$ cat src/rtl/if1_inst_queue_if.sv
// Handshake bundle between the IF1 fetch return path, the instruction queue and ID.
// master = front end / ID side driving the queue; slave = the queue itself.
interface if1_inst_queue_if #(
  parameter int unsigned WORD  = 32,
  parameter int unsigned PTR_W = 2
);
  logic             flush_in;
  logic [WORD-1:0]  IF1_PC_in;
  logic [WORD-1:0]  IF1_inst_in;
  logic             ICache_valid_in;
  logic             ID_ready_in;
  logic [WORD-1:0]  IF1_ID_PC_out;
  logic [WORD-1:0]  IF1_ID_inst_out;
  logic             IF1_ID_valid_out;
  logic             IF1_stall_out;
  logic [PTR_W:0]   count_out;

  modport master (
    output flush_in, IF1_PC_in, IF1_inst_in, ICache_valid_in, ID_ready_in,
    input  IF1_ID_PC_out, IF1_ID_inst_out, IF1_ID_valid_out, IF1_stall_out, count_out
  );

  modport slave (
    input  flush_in, IF1_PC_in, IF1_inst_in, ICache_valid_in, ID_ready_in,
    output IF1_ID_PC_out, IF1_ID_inst_out, IF1_ID_valid_out, IF1_stall_out, count_out
  );
endinterface

$ cat src/rtl/if1_inst_queue.sv
// IF1 instruction queue: show-ahead circular FIFO of {PC, inst} pairs feeding ID,
// with full back-pressure to fetch and a flush that empties it on branch redirect.
module if1_inst_queue #(
  parameter int unsigned DEPTH = 4,
  parameter int unsigned PTR_W = 2,
  parameter int unsigned WORD  = 32
) (
  input  logic               clk,
  input  logic               rst,
  if1_inst_queue_if.slave    bus
);

  logic [WORD-1:0]  pc_mem   [DEPTH];
  logic [WORD-1:0]  inst_mem [DEPTH];
  logic [PTR_W-1:0] rd_ptr;
  logic [PTR_W-1:0] wr_ptr;
  logic [PTR_W:0]   count;
  logic             full;
  logic             empty;
  logic             enq;
  logic             deq;

  assign full  = (count == (PTR_W+1)'(DEPTH));
  assign empty = (count == '0);

  // A full queue refuses the offer even if the head drains this cycle.
  assign enq = bus.ICache_valid_in & ~full & ~bus.flush_in;
  assign deq = ~empty & bus.ID_ready_in & ~bus.flush_in;

  always_ff @(posedge clk) begin
    if (rst) begin
      rd_ptr <= '0;
      wr_ptr <= '0;
      count  <= '0;
      for (int unsigned i = 0; i < DEPTH; i++) begin
        pc_mem[i]   <= '0;
        inst_mem[i] <= '0;
      end
    end else if (bus.flush_in) begin
      rd_ptr <= '0;
      wr_ptr <= '0;
      count  <= '0;
    end else begin
      if (enq) begin
        pc_mem[wr_ptr]   <= bus.IF1_PC_in;
        inst_mem[wr_ptr] <= bus.IF1_inst_in;
        wr_ptr           <= wr_ptr + PTR_W'(1);
      end
      if (deq) begin
        rd_ptr <= rd_ptr + PTR_W'(1);
      end
      case ({enq, deq})
        2'b10:   count <= count + (PTR_W+1)'(1);
        2'b01:   count <= count - (PTR_W+1)'(1);
        default: count <= count;
      endcase
    end
  end

  assign bus.IF1_ID_PC_out    = pc_mem[rd_ptr];
  assign bus.IF1_ID_inst_out  = inst_mem[rd_ptr];
  assign bus.IF1_ID_valid_out = ~empty;
  assign bus.IF1_stall_out    = full;
  assign bus.count_out        = count;

endmodule

$ cat src/flat_wrapper.sv
// flat-port wrapper written by rule: the top's interface ports become plain ports
module if1_inst_queue_flat 
#(
  parameter int unsigned DEPTH = 4,
  parameter int unsigned PTR_W = 2,
  parameter int unsigned WORD  = 32
)
  (clk, rst, bus_flush_in, bus_IF1_PC_in, bus_IF1_inst_in, bus_ICache_valid_in, bus_ID_ready_in, bus_IF1_ID_PC_out, bus_IF1_ID_inst_out, bus_IF1_ID_valid_out, bus_IF1_stall_out, bus_count_out);
  if1_inst_queue_if #(.WORD(WORD), .PTR_W(PTR_W)) bus_i ();
  input  logic clk;
  input  logic rst;
  input wire logic [$bits(bus_i.flush_in)-1:0] bus_flush_in;
  input wire logic [$bits(bus_i.IF1_PC_in)-1:0] bus_IF1_PC_in;
  input wire logic [$bits(bus_i.IF1_inst_in)-1:0] bus_IF1_inst_in;
  input wire logic [$bits(bus_i.ICache_valid_in)-1:0] bus_ICache_valid_in;
  input wire logic [$bits(bus_i.ID_ready_in)-1:0] bus_ID_ready_in;
  output wire logic [$bits(bus_i.IF1_ID_PC_out)-1:0] bus_IF1_ID_PC_out;
  output wire logic [$bits(bus_i.IF1_ID_inst_out)-1:0] bus_IF1_ID_inst_out;
  output wire logic [$bits(bus_i.IF1_ID_valid_out)-1:0] bus_IF1_ID_valid_out;
  output wire logic [$bits(bus_i.IF1_stall_out)-1:0] bus_IF1_stall_out;
  output wire logic [$bits(bus_i.count_out)-1:0] bus_count_out;
  assign bus_i.flush_in = bus_flush_in;
  assign bus_i.IF1_PC_in = bus_IF1_PC_in;
  assign bus_i.IF1_inst_in = bus_IF1_inst_in;
  assign bus_i.ICache_valid_in = bus_ICache_valid_in;
  assign bus_i.ID_ready_in = bus_ID_ready_in;
  assign bus_IF1_ID_PC_out = bus_i.IF1_ID_PC_out;
  assign bus_IF1_ID_inst_out = bus_i.IF1_ID_inst_out;
  assign bus_IF1_ID_valid_out = bus_i.IF1_ID_valid_out;
  assign bus_IF1_stall_out = bus_i.IF1_stall_out;
  assign bus_count_out = bus_i.count_out;
  if1_inst_queue #(.DEPTH(DEPTH), .PTR_W(PTR_W), .WORD(WORD)) u_core (.clk(clk), .rst(rst), .bus(bus_i));
endmodule
$ cat config.mk
export PLATFORM = sky130hd
export DESIGN_NAME = if1_inst_queue_flat
export DESIGN_NICKNAME = d
export VERILOG_FILES = /design/src/rtl/if1_inst_queue_if.sv /design/src/rtl/if1_inst_queue.sv /design/src/flat_wrapper.sv
export SDC_FILE = /design/constraint.sdc
export NUM_CORES = 1
export LEC_CHECK = 0
export BUFFER_PORTS_ARGS = -buffer_cell sky130_fd_sc_hd__buf_2
export CORE_MARGIN = 4
export CORE_UTILIZATION = 53
export CTS_CLUSTER_SIZE = 16
export DETAILED_ROUTE_END_ITERATION = 16
export MAX_ROUTING_LAYER = met4
export PLACE_DENSITY = 0.81
export SETUP_SLACK_MARGIN = 0.05
export SYNTH_ARGS = -nofsm -noshare
export SYNTH_HDL_FRONTEND = slang
export SYNTH_SLANG_ARGS = --single-unit
$ cat constraint.sdc
create_clock -name clk -period 2.65 [get_ports clk]
set_clock_uncertainty 0.1 [all_clocks]
set_input_delay 0.3975 -clock clk [delete_from_list [all_inputs] [get_ports clk]]
set_output_delay 0.3975 -clock clk [all_outputs]
set_load 0.03 [all_outputs]
Word level (Yosys, flattened, before mapping)
Memories as Yosys holds them, arrays and structs flattened. A register that Yosys moved wholly into a read port is not among the register bits.
Cells that the tools add are included.
Storage, ports and cells
  flip-flop bits (word level): 7
  bits in latches: 0
  bits in writable memories: 256
  ROM bits: 0
  input bits: 69
  word-level logic and storage cells: 41
  memories: 2
Cells by class
  $add $sub $neg: 4
  multipliers: 0
  div/mod/pow operators: 0
  $lt $le $gt $ge: 0
  equal/unequal tests: 3
  shift-type cells: 0
  muxes and demuxes: 17
  bitwise gates (word level): 7
  reduce and logical (&&, ||, !) cells: 5
Memories
  u_core.inst_mem: words 4, bits a word 32, rd ports 1, clocked after Yosys merged registers in 1, write ports 4, RTL line if1_inst_queue.sv:14  | logic [WORD-1:0] inst_mem [DEPTH];
  u_core.pc_mem: words 4, bits a word 32, rd ports 1, clocked after Yosys merged registers in 1, write ports 4, RTL line if1_inst_queue.sv:13  | logic [WORD-1:0] pc_mem [DEPTH];
Operators by type and width (count)
  32-bit 2-to-1 mux: 2
  32-bit OR reduction: 2
  2-bit 2-to-1 mux: 6
  1-bit 2-to-1 mux: 8
  3-bit case mux with 2 select lines: 1
  2-bit by 1-bit adder with 2-bit output, second input constant: 2
  1-bit AND: 4
  3-bit by 1-bit adder with 3-bit output, second input constant: 1
  3-bit equality test, second input constant: 1
  3-bit zero test: 1
  1-bit NOT: 3
  3-bit by 1-bit subtractor with 3-bit output, second input constant: 1
  2-bit by 1-bit equality test with 1-bit output, second input constant: 1
  2-bit equality test, second input constant: 1
  2-bit nonzero test: 1
  2-bit OR reduction: 1

Longest topological paths before layout
Gate-level depths: netlist of run 1.
  depth in word-level cells: 10
  mapped depth: 10

Worst setup path before layout of run 1
OpenSTA, ideal clock, no wires.
  path kind: reg2reg
  start point: register u_core.count[0] (netlist: u_core.bus.count_out[0])
  end point: memory u_core.inst_mem[0][0] (enable)
  library setup time: 0.421 ns
  data arrival time: 2.456 ns
  required time: 2.129 ns
  slack: -0.327 ns
  cell stages (with the launch flop): 5
  path buffers: 0
  period minus slack after synthesis: 2.977 ns
  path through: dfxtp_1 > or3b_4 > inv_4 > nor2_1 > a21o_1
RTL lines
  start, declared: RTL line if1_inst_queue.sv:17  | logic [PTR_W:0] count;
  start signal, assigned: RTL line if1_inst_queue.sv:53  | 2'b10: count <= count + (PTR_W+1)'(1);
  start signal, assigned: RTL line if1_inst_queue.sv:54  | 2'b01: count <= count - (PTR_W+1)'(1);
  start signal, assigned: RTL line if1_inst_queue.sv:55  | default: count <= count;
  end, declared: RTL line if1_inst_queue.sv:14

Worst setup path after layout of run 1
  start point: register u_core.count[0] (netlist: u_core.bus.count_out[0])
  end point: register u_core.count[2] (netlist: u_core.bus.count_out[2])
Between the ends
  longest elaborated chain between the ends: 6
Ends and longest elaborated chain
  3-bit equality test or 3-bit zero test (tied branches): RTL line if1_inst_queue.sv:23, if1_inst_queue.sv:24
  1-bit NOT (on tied branches): RTL line if1_inst_queue.sv:27, if1_inst_queue.sv:28
  1-bit AND (on tied branches) (2 in series): RTL line if1_inst_queue.sv:27, if1_inst_queue.sv:28
  2-bit by 1-bit equality test with 1-bit output or 2-bit equality test (tied branches): RTL line if1_inst_queue.sv:52  | case ({enq, deq})
  3-bit case mux with 2 select lines or 2-bit nonzero test (tied branches)
Parallel ways exist; a longest one is shown, timed or not.
A chain may end at the register's enable or synchronous reset.

==> impl_results.md, run 1 <==
* Actual slew at the worst max-slew pin at about 750 ps
* Antenna-violating nets left at 0
* Clock Path Buffers at 3
* Clk Latency, worst-skew pair at between 500 and 600 ps
* Worst hold path type: input pin to flip-flop
* Outcome: completed
* CP startpoint: u_core.bus.count_out[0]$_SDFFE_PP0P_
* Rows at 54
* CTS sink cnt at 265
* Final Cell Area at approximately 13,000 um2
* Layout fillers at about 1,600
* Starting Density at 0.5380
* Area leader, netlist: edfxtp_1
* GPL Wtd Cong at a little under 0.8
* Critical Path Start Type: flip-flop
* Post-detail-place hpwl at roughly 14,000 um
* Final worst-path cycle share at 0.9326
* Residual DRC at 0
* Cts bufs inserted at 27
* Clock transition at path regs at about 60 ps
* Min-delay src: bus_IF1_inst_in[24]
* Die W at 156.8 um
* Final setup viols at 0
* Largest net degree at the start of global routing at 141
* GR Util All Layers at 0.2027
* Critical path class: flip-flop to flip-flop
* Hold Vio Cnt, Final at 0
* Worst hold margin at ~90 ps
* Netlist cell types at 31
* Post-place instance area at around 13,000 um2
* CORE AREA at 21,820 um2
* DR iter-0 viols at approximately 500
* Critical Path RT at around 3000 ps
* Syn Nets at around 770
* Vias in the first global route at roughly 6,600
* Max-Cap Viols at 0
* Slew Limit Fails at 0
* CP Max Fanout at 7
* Routed vias/inst at 5.689
* Sequential fraction of the synthesis area at 0.6701
* Port Buf Inserts at ~140
* Synth Cell Area at 11,740 um2
* Vias at around 6,400
* Worst endpoint data arrival time at approximately 2800 ps
* Synth top area cells: edfxtp_1 (65%), mux4_2 (12%), and3_1 (10%)
* Met3 wire len at 1377 um
* Mean area per synthesized cell at 16.92 um2
* Cells after synthesis at 694
* Share of the synthesized area in the top cell type at 0.6548
* Leading cell types in the layout, fill and taps excluded: edfxtp_1 (256), and3_1 (192), buf_2 (137)
* CTS tree: done
* Initial antenna violation count at 1
* Detail Route met2 WL at 12,640 um
* Yosys warns at 0
* Commonest non-fill, non-tap cell in the layout: edfxtp_1
* RSZ-0062 raised after global routing: no
* Post-Route WL at about 24,000 um
* Leak pwr at 0.005662 uW
* CP endpoint kind: flip-flop
* DP Cell Count at 1,066
* Die area at 24,600 um2
* Yosys reg bits at ~270
* CTS root buf: clkbuf_16
* Max rail drop VDD at a little under 0.5 mV
* Overflow after GRT at 0
* Layout cells sized above 1 at 0.3250
* R2r startpoint: u_core.bus.count_out[0]$_SDFFE_PP0P_
* Final Util at 0.6142
* Fmax at 404.6 MHz
* Metal-1 WL at 9782 um
* Worst slew margin at 0.5024
* Htree depth at 1
* Drt first pass iters at 4
* Setup TNS at 0 ps
* Final net count at 889
* Area grow syn2layout at 14.17%
* Pwr/cell area at between 600 and 700 nW/um2
* Post-Layout Cell Count at about 1,100
* # IOs at between 100 and 150
* Final min period at about 2500 ps
* Detailed-route wire length per cell at 21.57 um
* Die Height at 156.8 um
* Top Layer Used: met4
* First-pass GRT wire length at 37,240 um
worst paths after layout:
check	end	slack, ps	cells past startpoint
worst max register to register	u_core.bus.count_out[2]$_SDFFE_PP0P_	180	10
worst max-delay path	u_core.bus.count_out[2]$_SDFFE_PP0P_	180	10
worst min register to register	u_core.bus.count_out[2]$_SDFFE_PP0P_	410	2
worst min-delay path	u_core.inst_mem[3][24]$_DFFE_PP_	90	2
power breakdown:
part / total [uW] / switching, uW / internal, uW
combinational: 699 / 452 / 248
clock: 3450 / 1480 / 1970
sequential: 4840 / 53.0 / 4780
cell usage after synthesis:
library cell / instances
a21o_1: 2
a21oi_1: 4
a31o_2: 1
and2_1: 64
and3_1: 192
buf_1: 1
buf_12: 2
buf_2: 7
buf_6: 7
buf_8: 18
clkbuf_1: 29
dfxtp_1: 9
edfxtp_1: 256
fa_1: 1
ha_1: 1
inv_1: 5
inv_4: 1
mux4_2: 64
nand2b_1: 2
nand3_1: 2
nor2_1: 9
nor2b_1: 3
nor3_4: 1
o21ai_0: 2
o311ai_0: 1
o31ai_1: 2
or2_2: 1
or3_1: 1
or3_2: 1
or3b_4: 1
xor2_1: 4
cells by family (layout without fill, tap and decap cells):
logic type,after synthesis,in the layout,synth area share
compound gates,12,12,0.006607
xor+xnor,4,4,0.002984
fa+ha+maj,2,2,0.002771
buf+inv,70,213,0.04785
flops,265,265,0.6701
mux,64,64,0.1228
other cells,0,2,0
simple gates,277,277,0.1469
repair_timing:
| action | CTS | global route |
|---|---|---|
| cloned | 0 | 0 |
| gates resized for setup | 0 | 1 |
| setup buffers | 3 | 0 |
| endpoints found under the setup margin | 4 | 1 |
| hold buffers | 0 | 0 |
stage by stage:
step / power (uW) / setup WS (ps)
floorplan: 5373 / 65.76
detailed placement: 5630 / 181.1
CTS: 9051 / 144.4
global route: 9309 / 50.95
global placement: 5605 / 228.5
finish: 8989 / 178.7
layer usage:
layer  GRT usage  vias up
li1            -     2961
met1      0.2607     3190
met2      0.3426      183
met3     0.03374       32
met4     0.04711        0
met5           -        -
final cells by class:
cell class              count  area [um2]  share of cell area
well taps                 280       350.3             0.02614
clock buffers              36       709.4             0.05293
clock inverters            12       85.08            0.006347
inverters                   6       25.02            0.001867
multi-input cells         359        3364              0.2510
diodes                      2       5.005           0.0003734
flip-flops and latches    265        7876              0.5876
repair buffers            159       988.4             0.07374
worst max-delay path, stage by stage (launching register included):
cell and delay, ps:
dfxtp_1 370, or3b_4 450, inv_4 100, nor2_1 110, inv_1 80, ha_1 170, inv_1 60, fa_1 370
xor2_1 160, or3_1 300, a21oi_1 140
registers in the layout, summed over array words and instances (netlist names), named ones only:
| name | cells |
|---|---|
| u_core.rd_ptr | 2 |
| u_core.wr_ptr | 2 |
| u_core.inst_mem | 128 |
| u_core.pc_mem | 128 |
| u_core.bus.count_out | 3 |
Note: power is estimated with default switching activity, not from simulation.
==> inputs of run 2 (changes only) <==
Settings changed: CAP_MARGIN from default to 40, PLACE_DENSITY 0.81 to default, PLACE_DENSITY_LB_ADDON from default to 0.05.
==> impl_results.md, run 2 (synthesis results as in run 1) <==
* Outcome: completed
* Critical Path RT at between 2000 and 2500 ps
* Htree depth at 1
* CORE AREA at roughly 22,000 um2
* DR iter-0 viols at 484
* Starting Density at 0.5380
* Leak pwr at between 0.005 and 0.006 uW
* Worst hold margin at approximately 79 ps
* Hold Vio Cnt, Final at 0
* Rows at 54
* Final setup viols at 0
* Max-Cap Viols at 0
* Post-Route WL at between 20,000 and 30,000 um
* Clock transition at path regs at ~60 ps
* CTS root buf: clkbuf_16
* CP endpoint kind: output pin
* Routed vias/inst at around 5.9
* Largest net degree at the start of global routing at roughly 130
* Critical Path Start Type: flip-flop
* R2r startpoint: u_core.bus.count_out[0]$_SDFFE_PP0P_
* Final min period at 2527 ps
* Antenna-violating nets left at 0
* Overflow after GRT at 0
* Leading cell types in the layout, fill and taps excluded: edfxtp_1 (256), and3_1 (192), buf_2 (137)
* Drt first pass iters at 5
* Final net count at 890
* Die W at approximately 160 um
* Final worst-path setup slack at ~120 ps
* Initial antenna violation count at 3
* Actual slew at the worst max-slew pin at approximately 780 ps
* Clock Path Buffers at 3
* Die Height at around 160 um
* Area grow syn2layout at 15.08%
* CP max stage cell: dfxtp_4
* CTS sink cnt at about 270
* Pwr/cell area at slightly below 700 nW/um2
* Layout cells sized above 1 at 0.3278
* Post-detail-place hpwl at 14,120 um
* Worst hold path type: input pin to flip-flop
* Min-delay src: bus_IF1_PC_in[20]
* CP Max Fanout at 34
* Worst endpoint data arrival time at 2030 ps
* Clk Latency, worst-skew pair at approximately 520 ps
* Dpl ws at 88.79 ps
* Cts bufs inserted at 28
* Layout fillers at about 1,700
* Fmax at between 300 and 400 MHz
* Slew Limit Fails at 0
* CTS tree: done
* Detailed-route wire length per cell at approximately 22 um
* Hold buffers post-CTS at 0
* Vias in the first global route at between 7,000 and 8,000
* Max stage delay on crit path at 580 ps
* # IOs at approximately 140
* CP bufs+invs at 2
* First-pass GRT wire length at 39,500 um
* Port Buf Inserts at ~140
* Die area at 24,600 um2
* Max rail drop VDD at ~0.46 mV
* Final Util at 0.6191
* Worst slew margin at 0.4789
* Vias at between 6,000 and 7,000
* Residual DRC at 0
* GR Util All Layers at 0.2146
* Critical path class: flip-flop to output pin
* Critical path, cell by cell: buf_12 > mux4_2 > buf_2
* RSZ-0062 raised after global routing: no
* Commonest non-fill, non-tap cell in the layout: edfxtp_1
* Final worst-path cycle share at 0.9536
* Top delay family on crit path: flip-flops
* Setup TNS at 0 ps
* GPL Wtd Cong at 0.7867
* Reg2reg setup slack at 180 ps
[run 2: final cells by class]
class / instances / area, um2 / area share
diodes: 3 / 7.507 / 0.0005557
clock buffers: 40 / 787.0 / 0.05825
clock inverters: 10 / 66.31 / 0.004908
inverters: 6 / 25.02 / 0.001852
multi-input cells: 359 / 3367 / 0.2492
flip-flops and latches: 265 / 7881 / 0.5833
well taps: 280 / 350.3 / 0.02593
repair buffers: 159 / 1026 / 0.07594
[run 2: final timing paths]
check / endpoint / cells past startpoint
setup / recovery: bus_IF1_ID_inst_out[0] / 3
hold / removal: u_core.pc_mem[3][20]$_DFFE_PP_ / 2
setup reg to reg: u_core.bus.count_out[2]$_SDFFE_PP0P_ / 10
hold reg to reg: flip-flop / 2
[run 2: through the flow]
| step | area, um2 | instances | power [uW] |
|---|---|---|---|
| 3_5_place_dp | 12630 | 1067 | 5646 |
| 3_3_place_gp | 12630 | 1067 | 5617 |
| 4_1_cts | 13490 | 1119 | 9284 |
| 2_1_floorplan | 11750 | 694 | 5373 |
| 6_report | 13510 | 1122 | 9190 |
| 5_1_grt | 13510 | 1122 | 9532 |
[run 2: worst reg2reg max path: stages, from the launching register on]
cell and delay [ps]:
dfxtp_2 350, or3b_4 430, inv_4 110, nor2_2 80
inv_1 70, ha_1 180, inv_1 60, fa_1 370
xor2_1 160, or3_1 310, a21oi_1 170
[run 2: where the power goes]
group	leakage [uW]	switching (uW)	internal, uW
Sequential	0.00274	50.4	4780
Clock	0.000415	1500	2140
Combinational	0.00255	460	254
[run 2: metal layers]
layer,vias up,track usage,wire length (um),part of all wire
met5,-,-,0,0
met4,0,0.04545,410,0.016
met3,40,0.04535,1777,0.071
met2,195,0.3545,12640,0.50
met1,3360,0.2790,10370,0.41
li1,2971,-,-,-
[run 2: what timing repair did]
| action | CTS | global route |
|---|---|---|
| buffers inserted | 2 | 0 |
| gates resized for setup | 0 | 5 |
| setup endpoints to repair | 52 | 1 |
==> inputs of run 3 (changes only) <==
Settings changed: GPL_TIMING_DRIVEN from default to 0.
==> impl_results.md, run 3 (synthesis results as in run 1) <==
* Die area at approximately 25,000 um2
* Drt first pass iters at 5
* Die Height at between 150 and 200 um
* Layout fillers at around 1,600
* Antenna-violating nets left at 0
* Post-Route WL at 27,540 um
* Setup TNS at 0 ps
* Overflow after GRT at 0
* CP Max Fanout at 10
* RSZ-0062 raised after global routing: yes
* Worst endpoint data arrival time at ~2000 ps
* CP max stage cell: dfxtp_2
* Routed vias/inst at between 5 and 6
* Critical Path RT at 2150 ps
* Leak pwr at between 0.005 and 0.006 uW
* Setup bufs post-CTS at 0
* Hold buffers post-CTS at 0
* CTS sink cnt at about 270
* CP endpoint kind: output pin
* Layout cells sized above 1 at 0.3439
* Max stage delay on crit path at 520 ps
* Total power at 9527 uW
* Vias in the first global route at around 7,400
* Clock Path Buffers at 3
* Max rail drop VDD at between 0.4 and 0.5 mV
* Dpl ws at between 30 and 40 ps
* CP bufs+invs at 2
* Top delay family on crit path: buffers and inverters
* Cts bufs inserted at 28
* CTS tree: done
* Vias at between 6,000 and 7,000
* Actual slew at the worst max-slew pin at ~770 ps
* # IOs at approximately 140
* Rows at 54
* First-pass GRT wire length at 42,270 um
* Hold Vio Cnt, Final at 0
* Final worst-path cycle share at 0.9567
* Critical path, cell by cell: clkbuf_2 > mux4_2 > buf_2
* CTS root buf: clkbuf_16
* Commonest non-fill, non-tap cell in the layout: edfxtp_1
* Worst hold margin at around 70 ps
* Pwr/cell area at approximately 680 nW/um2
* GPL Wtd Cong at between 0.7 and 0.8
* Detailed-route wire length per cell at about 24 um
* Fmax at around 390 MHz
* Initial antenna violation count at 2
* DR iter-0 viols at 564
* Leading cell types in the layout, fill and taps excluded: edfxtp_1 (256), and3_1 (192), buf_2 (139)
* Final min period at about 2500 ps
* Final setup viols at 0
* Final Cell Area at about 14,000 um2
* Die W at approximately 160 um
* Htree depth at 1
* Slew Limit Fails at 0
* GR Util All Layers at 0.2336
* Post-detail-place hpwl at approximately 17,000 um
* Final worst-path setup slack at about 110 ps
* Port Buf Inserts at 137
* Worst slew margin at 0.4845
* Post-place instance area at between 10,000 and 15,000 um2
* Outcome: completed
* Clk Latency, worst-skew pair at around 540 ps
* Starting Density at 0.5380
* Residual DRC at 0
* Largest net degree at the start of global routing at 46
* Final net count at 936
* Critical Path Start Type: flip-flop
* Area grow syn2layout at 18.71%
* Critical path class: flip-flop to output pin
* Max-Cap Viols at 0
* Clock transition at path regs at 60 ps
* Worst hold path type: input pin to flip-flop
* CORE AREA at 21,820 um2
==> run 3: changes by cell type in the layout (fill, tap and decap cells not counted), sizes merged <==
cell,previous run,this run
buf,159,177
bufinv,1,3
clkbuf,40,63
clkinv,9,12
clkinvlp,0,1
diode,3,2
nand2b,2,3
==> run 3: cell type report <==
cell class	count	area [um2]	area share
Sequential cell	265	7874	0.5650
Multi-Input combinational cell	360	3353	0.2406
Clock buffer	36	782.0	0.05611
Timing Repair Buffer	141	780.7	0.05602
Buffer	63	613.1	0.04399
Tap cell	280	350.3	0.02514
Clock inverter	16	153.9	0.01104
Inverter	6	25.02	0.001795
Antenna cell	2	5.005	0.0003591
==> run 3: worst paths after layout <==
check                                        from                                    to  slack (ps)  depth (start not counted)
min reg2reg  u_core.bus.count_out[2]$_SDFFE_PP0P_  u_core.bus.count_out[2]$_SDFFE_PP0P_         430                          2
max                                     flip-flop                 bus_IF1_ID_PC_out[13]         110                          3
max reg2reg  u_core.bus.count_out[2]$_SDFFE_PP0P_         u_core.pc_mem[3][8]$_DFFE_PP_         180                          5
min                           bus_IF1_inst_in[27]      u_core.inst_mem[3][27]$_DFFE_PP_          70                          2
==> run 3: metal layers <==
layer,wire length (um),vias to the layer above,global-route usage
li1,-,3072,-
met1,11510,3544,0.3288
met2,13730,239,0.3724
met3,1964,30,0.03457
met4,337,0,0.04421
met5,0,-,-
==> run 3: worst reg2reg max path, cell delays in order, from the launching register on <==
cell,delay (ps)
dfxtp_4,360
or3b_4,260
inv_4,50
nor2_1,340
a31o_4,740
buf_12,300
==> run 3: repair_timing <==
action / 4_1_cts / 5_1_grt
cloned: 1 / 0
gates resized for setup: 16 / 18
setup endpoints to repair: 94 / 83
==> run 3: where the power goes <==
group          internal (uW)  switching, uW
clock                   2360           1560
sequential              4780           46.9
combinational            282            487
total                   7430           2100
==> run 3: per-stage QoR <==
stage	util	cells
after detailed placement	0.5912	1115
after CTS	0.6358	1167
after global routing	0.6386	1169
after floorplan	-	694
final	0.6386	1169
after global placement	0.5857	1111
